$ cat src/rtl/uart_trx.sv
// uart_trx: 8N1 UART transmitter/receiver pair paced by a shared one-per-bit
// baud_tick. The wrapper holds one uart_tx and one uart_rx. The tx output and
// the rx input are separate pins, so a loopback is made outside the block.
//
// Optional feature macro: UART_PARITY_EN
//   When it is defined, TX sends an even-parity bit after data bit 7.
//   RX checks that bit and reports a mismatch on rx_parity_err.
//   When it is undefined (the default), the frame is plain 8N1 and the
//   rx_parity_err port does not exist.
//
// Handshake: a transfer is accepted on any clk where start=1 and the
// transmitter is idle (tx_busy=0). tx_busy reads 1 from the next clk until the
// frame ends, and start is ignored while tx_busy=1. rx_valid, rx_frame_err and
// rx_parity_err are single-clk pulses with no backpressure; rx_data holds the
// last good byte.
//
// Reset: rst is asynchronous and active-low. It aborts any frame in flight.

// ---------------------------------------------------------------------------
// Transmitter
// ---------------------------------------------------------------------------
module uart_tx (
    input  logic       clk,
    input  logic       rst,
    input  logic       baud_tick,
    input  logic       start,
    input  logic [7:0] tx_data,
    output logic       tx,
    output logic       tx_busy,
    output logic [2:0] state_dbg
);

    typedef enum logic [2:0] {
        TX_IDLE   = 3'd0,
        TX_WAIT   = 3'd1,
        TX_START  = 3'd2,
        TX_DATA   = 3'd3,
        TX_PARITY = 3'd4,
        TX_STOP   = 3'd5
    } tx_state_t;

    tx_state_t  state;
    logic [7:0] data_q;
    logic [2:0] bit_idx;
    logic [2:0] next_idx;

    assign next_idx  = bit_idx + 3'd1;
    assign state_dbg = state;

    // Frame sequencer. Each state holds its line level for one tick period.
    // WAIT aligns the start bit to the first tick after acceptance.
    always_ff @(posedge clk or negedge rst) begin
        if (!rst) begin
            state   <= TX_IDLE;
            data_q  <= 8'h00;
            bit_idx <= 3'd0;
            tx      <= 1'b1;
            tx_busy <= 1'b0;
        end else begin
            case (state)
                TX_IDLE: begin
                    if (start) begin
                        data_q  <= tx_data;
                        bit_idx <= 3'd0;
                        tx_busy <= 1'b1;
                        state   <= TX_WAIT;
                    end
                end
                TX_WAIT: begin
                    if (baud_tick) begin
                        tx    <= 1'b0;
                        state <= TX_START;
                    end
                end
                TX_START: begin
                    if (baud_tick) begin
                        tx      <= data_q[0];
                        bit_idx <= 3'd0;
                        state   <= TX_DATA;
                    end
                end
                TX_DATA: begin
                    if (baud_tick) begin
                        if (bit_idx == 3'd7) begin
`ifdef UART_PARITY_EN
                            tx    <= ^data_q;
                            state <= TX_PARITY;
`else
                            tx    <= 1'b1;
                            state <= TX_STOP;
`endif
                        end else begin
                            tx      <= data_q[next_idx];
                            bit_idx <= next_idx;
                        end
                    end
                end
                TX_PARITY: begin
                    if (baud_tick) begin
                        tx    <= 1'b1;
                        state <= TX_STOP;
                    end
                end
                TX_STOP: begin
                    // The line stays high; it becomes the idle level.
                    if (baud_tick) begin
                        tx      <= 1'b1;
                        tx_busy <= 1'b0;
                        bit_idx <= 3'd0;
                        state   <= TX_IDLE;
                    end
                end
                default: begin
                    tx      <= 1'b1;
                    tx_busy <= 1'b0;
                    state   <= TX_IDLE;
                end
            endcase
        end
    end

endmodule

// ---------------------------------------------------------------------------
// Receiver
// ---------------------------------------------------------------------------
module uart_rx (
    input  logic       clk,
    input  logic       rst,
    input  logic       baud_tick,
    input  logic       rx,
    output logic [7:0] rx_data,
    output logic       rx_valid,
    output logic       rx_frame_err,
`ifdef UART_PARITY_EN
    output logic       rx_parity_err,
`endif
    output logic [1:0] state_dbg
);

    typedef enum logic [1:0] {
        RX_IDLE   = 2'd0,
        RX_DATA   = 2'd1,
        RX_PARITY = 2'd2,
        RX_STOP   = 2'd3
    } rx_state_t;

    rx_state_t  state;
    logic       rx_meta;
    logic       rx_sync;
    logic [7:0] shift_q;
    logic [2:0] bit_idx;
`ifdef UART_PARITY_EN
    logic       par_q;
`endif

    assign state_dbg = state;

    // Two-flop synchronizer. It resets to the idle (high) level so that a
    // reset is never taken as a start bit.
    always_ff @(posedge clk or negedge rst) begin
        if (!rst) begin
            rx_meta <= 1'b1;
            rx_sync <= 1'b1;
        end else begin
            rx_meta <= rx;
            rx_sync <= rx_meta;
        end
    end

    // Frame sampler. It looks at the line only on baud_tick. The status
    // outputs are one-clk pulses.
    always_ff @(posedge clk or negedge rst) begin
        if (!rst) begin
            state        <= RX_IDLE;
            shift_q      <= 8'h00;
            bit_idx      <= 3'd0;
            rx_data      <= 8'h00;
            rx_valid     <= 1'b0;
            rx_frame_err <= 1'b0;
`ifdef UART_PARITY_EN
            par_q         <= 1'b0;
            rx_parity_err <= 1'b0;
`endif
        end else begin
            rx_valid     <= 1'b0;
            rx_frame_err <= 1'b0;
`ifdef UART_PARITY_EN
            rx_parity_err <= 1'b0;
`endif
            case (state)
                RX_IDLE: begin
                    if (baud_tick && !rx_sync) begin
                        bit_idx <= 3'd0;
                        state   <= RX_DATA;
                    end
                end
                RX_DATA: begin
                    if (baud_tick) begin
                        // LSB arrives first, so shift in from the top.
                        shift_q <= {rx_sync, shift_q[7:1]};
                        if (bit_idx == 3'd7) begin
`ifdef UART_PARITY_EN
                            state <= RX_PARITY;
`else
                            state <= RX_STOP;
`endif
                        end else begin
                            bit_idx <= bit_idx + 3'd1;
                        end
                    end
                end
                RX_PARITY: begin
                    if (baud_tick) begin
`ifdef UART_PARITY_EN
                        par_q <= rx_sync;
`endif
                        state <= RX_STOP;
                    end
                end
                RX_STOP: begin
                    if (baud_tick) begin
                        if (rx_sync) begin
`ifdef UART_PARITY_EN
                            if (par_q != ^shift_q) begin
                                rx_parity_err <= 1'b1;
                            end else begin
                                rx_data  <= shift_q;
                                rx_valid <= 1'b1;
                            end
`else
                            rx_data  <= shift_q;
                            rx_valid <= 1'b1;
`endif
                        end else begin
                            rx_frame_err <= 1'b1;
                        end
                        bit_idx <= 3'd0;
                        state   <= RX_IDLE;
                    end
                end
                default: begin
                    state <= RX_IDLE;
                end
            endcase
        end
    end

endmodule

// ---------------------------------------------------------------------------
// Wrapper
// ---------------------------------------------------------------------------
module uart_trx (
    input  logic       clk,
    input  logic       rst,
    input  logic       baud_tick,
    input  logic       start,
    input  logic [7:0] tx_data,
    output logic       tx,
    output logic       tx_busy,
    input  logic       rx,
    output logic [7:0] rx_data,
    output logic       rx_valid,
    output logic       rx_frame_err,
`ifdef UART_PARITY_EN
    output logic       rx_parity_err,
`endif
    output logic [2:0] tx_state_dbg,
    output logic [1:0] rx_state_dbg
);

    uart_tx u_tx (
        .clk       (clk),
        .rst       (rst),
        .baud_tick (baud_tick),
        .start     (start),
        .tx_data   (tx_data),
        .tx        (tx),
        .tx_busy   (tx_busy),
        .state_dbg (tx_state_dbg)
    );

    uart_rx u_rx (
        .clk           (clk),
        .rst           (rst),
        .baud_tick     (baud_tick),
        .rx            (rx),
        .rx_data       (rx_data),
        .rx_valid      (rx_valid),
        .rx_frame_err  (rx_frame_err),
`ifdef UART_PARITY_EN
        .rx_parity_err (rx_parity_err),
`endif
        .state_dbg     (rx_state_dbg)
    );

endmodule

$ cat config.mk
export PLATFORM = sky130hd
export DESIGN_NAME = uart_trx
export DESIGN_NICKNAME = d
export VERILOG_FILES = /design/src/rtl/uart_trx.sv
export SDC_FILE = /design/constraint.sdc
export NUM_CORES = 1
export LEC_CHECK = 0
export ABC_AREA = 1
export CORE_MARGIN = 4
export CORE_UTILIZATION = 50
export CTS_CLUSTER_SIZE = 10
export DETAILED_ROUTE_END_ITERATION = 16
export HOLD_SLACK_MARGIN = 0.1
export PLACE_DENSITY = 0.74
export SKIP_CTS_REPAIR_TIMING = 1
export SYNTH_ARGS = -nofsm -noshare
export SYNTH_HDL_FRONTEND = slang
export SYNTH_HIERARCHICAL = 1
export SYNTH_SLANG_ARGS = --single-unit
$ cat constraint.sdc
create_clock -name clk -period 1.7 [get_ports clk]
set_input_delay 0.255 -clock clk [delete_from_list [all_inputs] [get_ports clk]]
set_output_delay 0.255 -clock clk [all_outputs]
set_load 0.01 [all_outputs]
==> summary.txt <==
Run status
  – Status: finished, final reports clean

Critical path
  – Crit path DAT: 1.37 ns
  – Reg2reg setup slack: 0.16 ns
  – Peak fanout along the critical path: 6
  – Critical-path cell list: clkdlybuf4s50_1
  – Critical Path RT: 1.44 ns
  – Reg2Reg Depth: 8
  – Worst Setup End Kind: output port
  – Critical path class: flip-flop to output port
  – CP top delay family: buffers and inverters
  – Buf/Inv on CP: 1
  – RR Endpoint: u_tx/tx$_DFFE_PN1P_
  – RR Startpoint: u_tx/bit_idx[0]$_DFFE_PN0P_
  – Critical Path Start Type: flip-flop
  – CP peak stage delay: 0.59 ns
  – Slowest stage cell, crit path: clkdlybuf4s50_1

Global routing
  – Number of global-route vias before repair: 1557
  – Largest net degree at the start of global routing: 21
  – GR Util met1: 21.9%
  – Global route total overflow: 0
  – GRT Total Usage: 16.3%
  – Initial antenna violation count: 0
  – First-pass GRT wire length: 6770 um
  – M3 GR Usage: 4.55%
  – Met2 Usage GRT: 25.8%
  – GR peak layer: met2

Timing
  – RSZ-0062 raised after global routing: no
  – Final period utilization: 95.7%
  – Max Fclk: 615 MHz
  – Slew margin rel.: 70.4%
  – Setup Viol. Count Final: 0
  – Pins Over Slew Limit: 0
  – Skew final: 0.00801 ns
  – Min cycle time layout: 1.63 ns
  – Fin Setup TNS: 0 ns
  – Least-Margin Pin Slew: 0.444 ns
  – Final hold vios: 0
  – WHS: 0.358 ns

Clocking
  – Worst-path clk slew: 0.08 ns
  – Clock Tree Buf Depth: 2
  – Num CTS Buffers: 5
  – Clock root cell: clkbuf_8
  – Clk Latency, worst-skew pair: 0.29 ns
  – Number of H-tree levels: 2
  – Num Clock Sinks: 41
  – CTS tree: built

Logic synthesis
  – Post-synth top flop: dfrtp_1
  – Post-synth EDFFs: 0
  – Netlist cell types: 26
  – Area contributors post-synth: dfrtp_1, nand2_1, o21ai_2
  – Most frequent cell after synthesis: nand2_1
  – Net Count, Synth: 252
  – Synthesized instance count: 230
  – Avg Inst Size Synth: 9.15 sq um
  – Area share of the largest cell type after synthesis: 45.2%
  – FF+latch count, synth: 41
  – Fraction of registers with async set/reset: 100%
  – Post-synthesis cell area: 0.00210 sq mm
  – Cell type with the largest total area after synthesis: dfrtp_1
  – Most common library cells after synthesis: nand2_1, dfrtp_1, inv_1
  – Sequential element share of the synthesized area: 48.9%
  – YS warnings: 6

Pwr
  – Pwr dens: 1690 mW/mm^2
  – Leak Pwr: 1.27 nW
  – IR Drop Worst-Case VDD: 0.835 mV

Detailed routing
  – First DRT Iteration DRCs: 55
  – Wire per inst: 11.5 um
  – Post-route DRC: 0
  – TritonRoute pass-1 iters: 6
  – Mean number of vias per cell: 4.88
  – Final wirelength: 3680 um
  – Via count: 1562
  – Post-DRT Antenna Nets: 0

Floorplan
  – IO Pins: 30
  – Core area: 0.00403 sq mm
  – Row cnt: 23
  – Die H: 72.9 um
  – Starting Density: 52.2%
  – Die area: 0.00531 sq mm
  – Die W: 72.9 um

Cells and area
  – Layout cell share with drive strength beyond 1: 23.0%
  – Fillers: 344
  – Fin nets: 291
  – Number of diodes: 0
  – Area Growth Syn to Fin: 21.8%

Worst hold path
  – HP Class: flip-flop to flip-flop
  – Hold Path Origin: u_rx/rx_meta$_DFF_PN1_
  – WHS Path Cells: 0
  – Hold Path End: u_rx/rx_sync$_DFF_PN1_

Flow run
  – Max-Cap Viols: 0

Placement
  – Post-detail-place hpwl: 2700 um
  – Placer Congestion: 0.789
  – PortBufs: 29
[final cells by class]
type | instances | area [sq um] | area share (%)
clock inverters | 1 | 7.51 | 0.293
clock buffers | 7 | 86.3 | 3.37
well taps | 50 | 62.6 | 2.44
inverters | 30 | 114 | 4.44
flip-flops and latches | 41 | 1030 | 40.3
repair buffers | 35 | 333 | 13.0
multi-input cells | 156 | 927 | 36.2
[power by group]
group | switching [W] | leakage, nW | internal, W
Sequential | 0.000264 | 0.524 | 0.00136
Combinational | 0.00115 | 0.698 | 0.000885
Clock | 0.000324 | 0.0445 | 0.000330
[how the worst max path moves through the flow]
stage | from | endpoint | slack [ns] | cells past startpoint
after floorplan | u_tx/bit_idx[0]$_DFFE_PN0P_ | u_tx/tx$_DFFE_PN1P_ | 0.28 | 8
after global placement | u_tx/bit_idx[0]$_DFFE_PN0P_ | u_tx/tx$_DFFE_PN1P_ | 0.16 | 8
after detailed placement | u_tx/bit_idx[0]$_DFFE_PN0P_ | u_tx/tx$_DFFE_PN1P_ | 0.16 | 8
after CTS | u_tx/state_dbg[2]$_DFFE_PN0P_ | tx_state_dbg[2] | 0.01 | 1
after global routing | u_tx/state_dbg[1]$_DFFE_PN0P_ | tx_state_dbg[1] | 0.003 | 1
final | u_tx/state_dbg[1]$_DFFE_PN0P_ | tx_state_dbg[1] | 0.07 | 1
[placed cells by master (no fill, tap or decap), drive strengths merged]
| cell | Yosys | layout |
|---|---|---|
| dlygate4sd3 | 0 | 1 |
| o21ai | 25 | 25 |
| clkbuf | 0 | 7 |
| nand2 | 86 | 86 |
| buf | 3 | 6 |
| nand3 | 17 | 17 |
| nand4 | 7 | 7 |
| clkinvlp | 0 | 1 |
| clkdlybuf4s50 | 0 | 28 |
| a21oi | 5 | 5 |
| dfrtp | 38 | 38 |
| nor3 | 2 | 2 |
| inv | 28 | 28 |
| dfstp | 3 | 3 |
| clkinv | 2 | 2 |
| nor2 | 5 | 5 |
| ha | 9 | 9 |
[kinds of logic after synthesis]
kind of cell | count (synthesis) | share of synthesized area, %
AOI/OAI and AO/OA | 30 | 10.9
DFF | 41 | 48.9
adders and majority gates | 9 | 5.35
buffers and inverters | 33 | 7.01
and+or+nand+nor | 117 | 27.8
[registers in the layout, summed over array words and instances (netlist names)]
register / cells
u_rx/rx_data: 8
u_rx/shift_q: 8
u_tx/data_q: 8
u_rx/bit_idx: 3
u_tx/bit_idx: 3
u_tx/state_dbg: 3
u_rx/state_dbg: 2
u_rx/rx_frame_err: 1
u_rx/rx_meta: 1
u_rx/rx_sync: 1
u_rx/rx_valid: 1
u_tx/tx: 1
u_tx/tx_busy: 1
[stage by stage]
stage	worst slack [ns]	instances	util, %	total power [W]	cell area [sq um]
after detailed placement	0.156	311	61.0	0.00369	2460
final	0.0731	320	63.6	0.00432	2560
after global routing	0.00291	320	63.6	0.00470	2560
after floorplan	0.281	230	-	0.00306	2100
after global placement	0.157	311	61.0	0.00366	2460
after CTS	0.0138	319	63.3	0.00437	2550
[per-layer routing]
metal,up-vias,part of all wire (%)
li1,819,-
met1,715,48
met2,24,47
met3,4,4.2
met4,0,0.68
met5,-,0
(Power assumes the default switching activity.)
